--- config.mk ---
export PLATFORM = sky130hd
export DESIGN_NAME = serial_bit_feeder
export DESIGN_NICKNAME = d
export VERILOG_FILES = /design/src/rtl/seq_pkg.sv /design/src/rtl/piso_shift_reg.sv /design/src/rtl/serial_bit_feeder.sv
export SDC_FILE = /design/constraint.sdc
export NUM_CORES = 1
export LEC_CHECK = 0
export CORE_MARGIN = 4
export CORE_UTILIZATION = 52
export CTS_BUF_LIST = sky130_fd_sc_hd__clkbuf_8
export DETAILED_ROUTE_END_ITERATION = 8
export GPL_TIMING_DRIVEN = 0
export PLACE_DENSITY = 0.8
export SYNTH_ARGS = -nofsm -noshare
export SYNTH_HDL_FRONTEND = slang
export SYNTH_SLANG_ARGS = --single-unit
--- constraint.sdc ---
create_clock -name clk -period 2.3 [get_ports clk]
set_input_delay 0.345 -clock clk [delete_from_list [all_inputs] [get_ports clk]]
set_output_delay 0.345 -clock clk [all_outputs]
set_load 0.02 [all_outputs]
--- src/rtl/seq_pkg.sv ---
// Shared definitions for the serial feeder and the downstream sequence detector.
// The state encoding is fixed so both blocks can decode it consistently.
package seq_pkg;

  typedef enum logic [1:0] {
    IDLE  = 2'b00,
    SHIFT = 2'b01,
    PAUSE = 2'b10
  } seq_state_e;

  localparam int DEFAULT_DATA_W = 8;

endpackage

--- src/rtl/piso_shift_reg.sv ---
// Parallel-in serial-out shift register with its bit counter.
// dout is always the bit currently presented; cnt is that bit's position in send order.
module piso_shift_reg #(
  parameter int DATA_W    = 8,
  parameter bit MSB_FIRST = 1'b1
) (
  input  logic              clk,
  input  logic              rst,
  input  logic              load,
  input  logic              shift,
  input  logic              clear,
  input  logic [DATA_W-1:0] data,
  output logic              dout,
  output logic              last
);

  localparam int CNT_W = $clog2(DATA_W);
  localparam logic [CNT_W-1:0] LAST_IDX = CNT_W'(DATA_W - 1);

  logic [DATA_W-1:0] sr;
  logic [CNT_W-1:0]  cnt;

  // NOTE: sequential state uses non-blocking assignments so every flop samples
  // pre-edge values, independent of block ordering in simulation.
  always_ff @(posedge clk or negedge rst) begin
    if (!rst) begin
      sr  <= '0;
      cnt <= '0;
    end else if (clear) begin
      sr  <= '0;
      cnt <= '0;
    end else if (load) begin
      sr  <= data;
      cnt <= '0;
    end else if (shift && (cnt != LAST_IDX)) begin
      // Vacated positions fill with 0 so the register drains to all-zero.
      sr  <= MSB_FIRST ? {sr[DATA_W-2:0], 1'b0} : {1'b0, sr[DATA_W-1:1]};
      cnt <= cnt + CNT_W'(1);
    end
  end

  assign dout = MSB_FIRST ? sr[DATA_W-1] : sr[0];
  assign last = (cnt == LAST_IDX);

endmodule

--- src/rtl/serial_bit_feeder.sv ---
// Serializes parallel words onto a 1-bit stream for the sequence detector.
// Valid/ready upstream, en-based stall downstream; a word loaded on a transfer shows bit 0 next cycle.
module serial_bit_feeder
  import seq_pkg::*;
#(
  parameter int DATA_W    = DEFAULT_DATA_W,
  parameter bit MSB_FIRST = 1'b1
) (
  input  logic              clk,
  input  logic              rst,
  input  logic [DATA_W-1:0] in_data,
  input  logic              in_valid,
  output logic              in_ready,
  input  logic              en,
  output logic              dout,
  output logic              dout_valid,
  output logic              frame_end,
  output logic              busy
);

  seq_state_e state, state_nxt;
  logic load, shift, clear, last, transfer;

  piso_shift_reg #(
    .DATA_W   (DATA_W),
    .MSB_FIRST(MSB_FIRST)
  ) u_piso (
    .clk  (clk),
    .rst  (rst),
    .load (load),
    .shift(shift),
    .clear(clear),
    .data (in_data),
    .dout (dout),
    .last (last)
  );

  always_ff @(posedge clk or negedge rst) begin
    if (!rst) state <= IDLE;
    else      state <= state_nxt;
  end

  // Ready is forced low during reset so nothing upstream sees a phantom accept.
  always_comb begin
    in_ready = 1'b0;
    if (rst) in_ready = (state == IDLE) || ((state == SHIFT) && last && en);
  end

  assign transfer = in_valid && in_ready;

  // NOTE: every combinational output gets a default before the case so no
  // branch can leave a value unassigned and infer a latch.
  always_comb begin
    state_nxt = state;
    load      = 1'b0;
    shift     = 1'b0;
    clear     = 1'b0;
    case (state)
      IDLE: begin
        if (transfer) begin
          load      = 1'b1;
          state_nxt = SHIFT;
        end
      end
      SHIFT: begin
        if (!en) begin
          state_nxt = PAUSE;
        end else if (!last) begin
          shift = 1'b1;
        end else if (transfer) begin
          load = 1'b1;
        end else begin
          clear     = 1'b1;
          state_nxt = IDLE;
        end
      end
      PAUSE: begin
        // A stall on the final bit has nothing left to resume, so it drains to IDLE.
        if (en) begin
          if (last) begin
            clear     = 1'b1;
            state_nxt = IDLE;
          end else begin
            shift     = 1'b1;
            state_nxt = SHIFT;
          end
        end
      end
      default: state_nxt = IDLE;
    endcase
  end

  assign dout_valid = (state == SHIFT);
  assign frame_end  = (state == SHIFT) && last;
  assign busy       = (state != IDLE);

endmodule

==> impl_metrics.tcl <==
set metrics [dict create \
    pwr-share-comb 0.502 \
    multiInputGateArea_um2 470.5 \
    synth_area_per_cell_um2 9.759 \
    initial_core_util 0.5507 \
    pin_count 17 \
    tightest_slew_ns 0.6761 \
    power_density_mw_per_mm2 1093 \
    min_period_over_period 0.9020 \
    internal-power_uw 723.2 \
    num_antenna_cells 0 \
    finalInstanceArea_mm2 0.001060 \
    grt_overflow 0 \
    syn_area_um2 829.5 \
    grt_setup_unrepaired "false" \
    switching_power_uw 435.0 \
    clock_sinks 13 \
    p_sw_frac 0.3756 \
    worstSetupPathType "flop to primary output" \
    crit_fanout 10 \
    synth.most_common_cell "nand2_1" \
    max_slew_margin 0.5493 \
    synth_top_cell_area_share 0.3922 \
    synth_edf_count 0 \
    startpoint_type "flop" \
    antenna_found_initial 0 \
    viasPerCell 5.570 \
    ys_warn_count 0 \
    grt_pass1_vias 628 \
    cts_setup_buffers 0 \
    finalHoldViolations 0 \
    cts_root_buf "clkbuf_8" \
    arrival_ns 1.73 \
    core_mm2 0.001506 \
    die-width_um 47.94 \
    min_period_ns 2.075 \
    synth_compound_area_frac 0.1373 \
    drt-pass1-iter-count 3 \
    ys_ff_latch 13 \
    numCtsBuffers 3 \
    dieHeight_um 47.94 \
    p_leak_uw 0.0005136 \
    power_frac_seq 0.331 \
    finalSetupViolCount 0 \
    area_delta_synth_final_pct 27.75 \
    grt_first_pass_wirelength_um 2656 \
    yosysTopAreaCell "dfrtp_1" \
    drtIter0Drc 5 \
    yosys-top-cells-area "dfrtp_1 (39%), mux2i_1 (9.7%), ha_1 (9.0%), and4b_1 (8.4%), a21oi_1 (7.2%)" \
    yosysSeqAreaShare 0.3922 \
    grt_max_degree 18 \
    synth_common_cells "nand2_1 (14), dfrtp_1 (13), a21oi_1 (12), mux2i_1 (8), and4b_1 (7)" \
    p_clk_frac 0.167 \
    gp_congestion 0.7169 \
    die_area_mm2 0.002298 \
    cts-htree-levels 1 \
    skew_ns 0.003685 \
    clk_pin_slew_ns 0.05 \
    cts_tree "yes" \
    placed_area_mm2 0.001010 \
    ctsHoldBuffers 0 \
    fmax_mhz 482.0 \
    synthSimpleGateAreaFrac 0.2262 \
    clock_path_buffers 2 \
    drive_gt1_frac 0.07619 \
    clock_latency_ns 0.24 \
    nFillCells 121 \
    rows 14 \
    synth_ff_type "dfrtp_1" \
    cp.required_ns 1.96 \
    vias 674 \
    status "completed" \
    hold_path.class "primary input to asynchronous set/reset pin" \
    syn_inst 85 \
    slew_violations 0 \
    synth_top_family_by_area "simple AND/OR/NAND/NOR gates" \
    port-buffer-count 16 \
    grtUsageTotal 0.1635 \
    final_antenna_net_count 0 \
    synth_fp_nets 103 \
    ir_drop_uv 595.3 \
    fin_util 0.7035 \
    async_reset_ff_frac 1.000 \
    wl_per_cell_um 13.02 \
    synth_xor_area_frac 0 \
    synth_mux_area_frac 0.1101 \
    dp_hpwl_um 1208 \
    totalWireLength_um 1576 \
    final_nets 124 \
    seq_area_um2 325.3 \
    cap_violations 0 \
    p_total_uw 1158 \
    synth_cell_types 25 \
    setup.worst_path.end_class "primary output" \
    synth_fa_ha_area_frac 0.09050 \
    route.detailed.drc 0 \
]
==> cell usage in the layout, fill, tap and decap left out, types with 2 or more instances in the layout <==
| master | netlist | layout |
|---|---|---|
| nand2_1 | 14 | 14 |
| clkdlybuf4s50_1 | 0 | 13 |
| dfrtp_1 | 13 | 13 |
| a21oi_1 | 12 | 12 |
| mux2i_1 | 8 | 8 |
| and4b_1 | 7 | 7 |
| ha_1 | 6 | 5 |
| inv_1 | 3 | 4 |
| clkbuf_8 | 0 | 3 |
| nor2b_1 | 2 | 2 |
| nand2b_1 | 2 | 2 |
| clkbuf_1 | 2 | 2 |
| nand4b_1 | 2 | 2 |
| dlygate4sd2_1 | 0 | 2 |
==> sequential cells by signal, summed over array words and instances, names as in the netlist <==
signal and count:
u_piso.sr 8, u_piso.cnt 3, state 2
==> power groups by stage <==
stage               clock network (uW)  registers [uW]  logic (uW)
detailed placement                   0             388         586
finish                             193             383         582
floorplan                            0             382         415
CTS                                200             384         589
global placement                     0             384         578
global route                       213             394         660
==> stage by stage <==
stage          worst slack (ns)  TNS (ns)  hold WS [ns]  std cells
6_report                 0.2253         0        0.2502        121
5_1_grt                  0.1394         0        0.3080        121
4_1_cts                 0.04357         0        0.2840        121
3_5_place_dp            -0.1738   -0.2110        0.5264        117
3_3_place_gp            -0.1714   -0.1908        0.5144        117
2_1_floorplan            0.6485         0       0.04941         85
==> final cells by class <==
class,instances,share of cell area
Multi-Input combinational cell,64,0.4439
Clock inverter,1,0.003542
Clock buffer,3,0.03896
Tap cell,16,0.01889
Timing Repair Buffer,16,0.1511
Inverter,3,0.01063
Buffer,5,0.02597
Sequential cell,13,0.3070
==> cells by family after synthesis <==
kind of cell | Yosys count
AND/OR/NAND/NOR | 31
AO/OA/AOI/OAI | 18
flip-flops | 13
multiplexers | 9
buffers and inverters | 8
adder cells (fa/ha/maj) | 6
==> final timing paths <==
kind | from | end | slack [ns] | cells past startpoint
max in group asynchronous | rst | u_piso.sr[4]$_DFFE_PN0P_ | 1.62 | 1
hold reg to reg | u_piso.sr[0]$_DFFE_PN0P_ | u_piso.sr[0]$_DFFE_PN0P_ | 0.53 | 2
hold / removal | rst | state[0]$_DFFE_PN0P_ | 0.25 | 1
setup reg to reg | state[1]$_DFFE_PN0P_ | u_piso.sr[2]$_DFFE_PN0P_ | 0.46 | 6
setup / recovery | u_piso.cnt[0]$_DFFE_PN0P_ | frame_end | 0.23 | 5
min in group clk | u_piso.sr[0]$_DFFE_PN0P_ | u_piso.sr[0]$_DFFE_PN0P_ | 0.53 | 2
==> critical path: stages, from the launching register on <==
cell,delay (ns)
dfrtp_1,0.40
ha_1,0.21
ha_1,0.24
clkbuf_4,0.20
and2_1,0.13
dlygate4sd2_1,0.31
==> what timing repair did <==
item                       CTS  global route
gates cloned                 0             0
hold endpoints to repair     0             0
setup endpoints to repair    2             1
pin swaps                    0             0
gates resized for setup      3             2
==> metal layers <==
| metal | GRT usage | up-vias | wire, um |
|---|---|---|---|
| met5 | 0 | - | 0 |
| met4 | 0.03226 | 0 | 8 |
| met3 | 0.04511 | 2 | 62 |
| met2 | 0.2665 | 10 | 768 |
| met1 | 0.2169 | 318 | 736 |
| li1 | - | 344 | - |
Power figures use the tool's default switching activity.
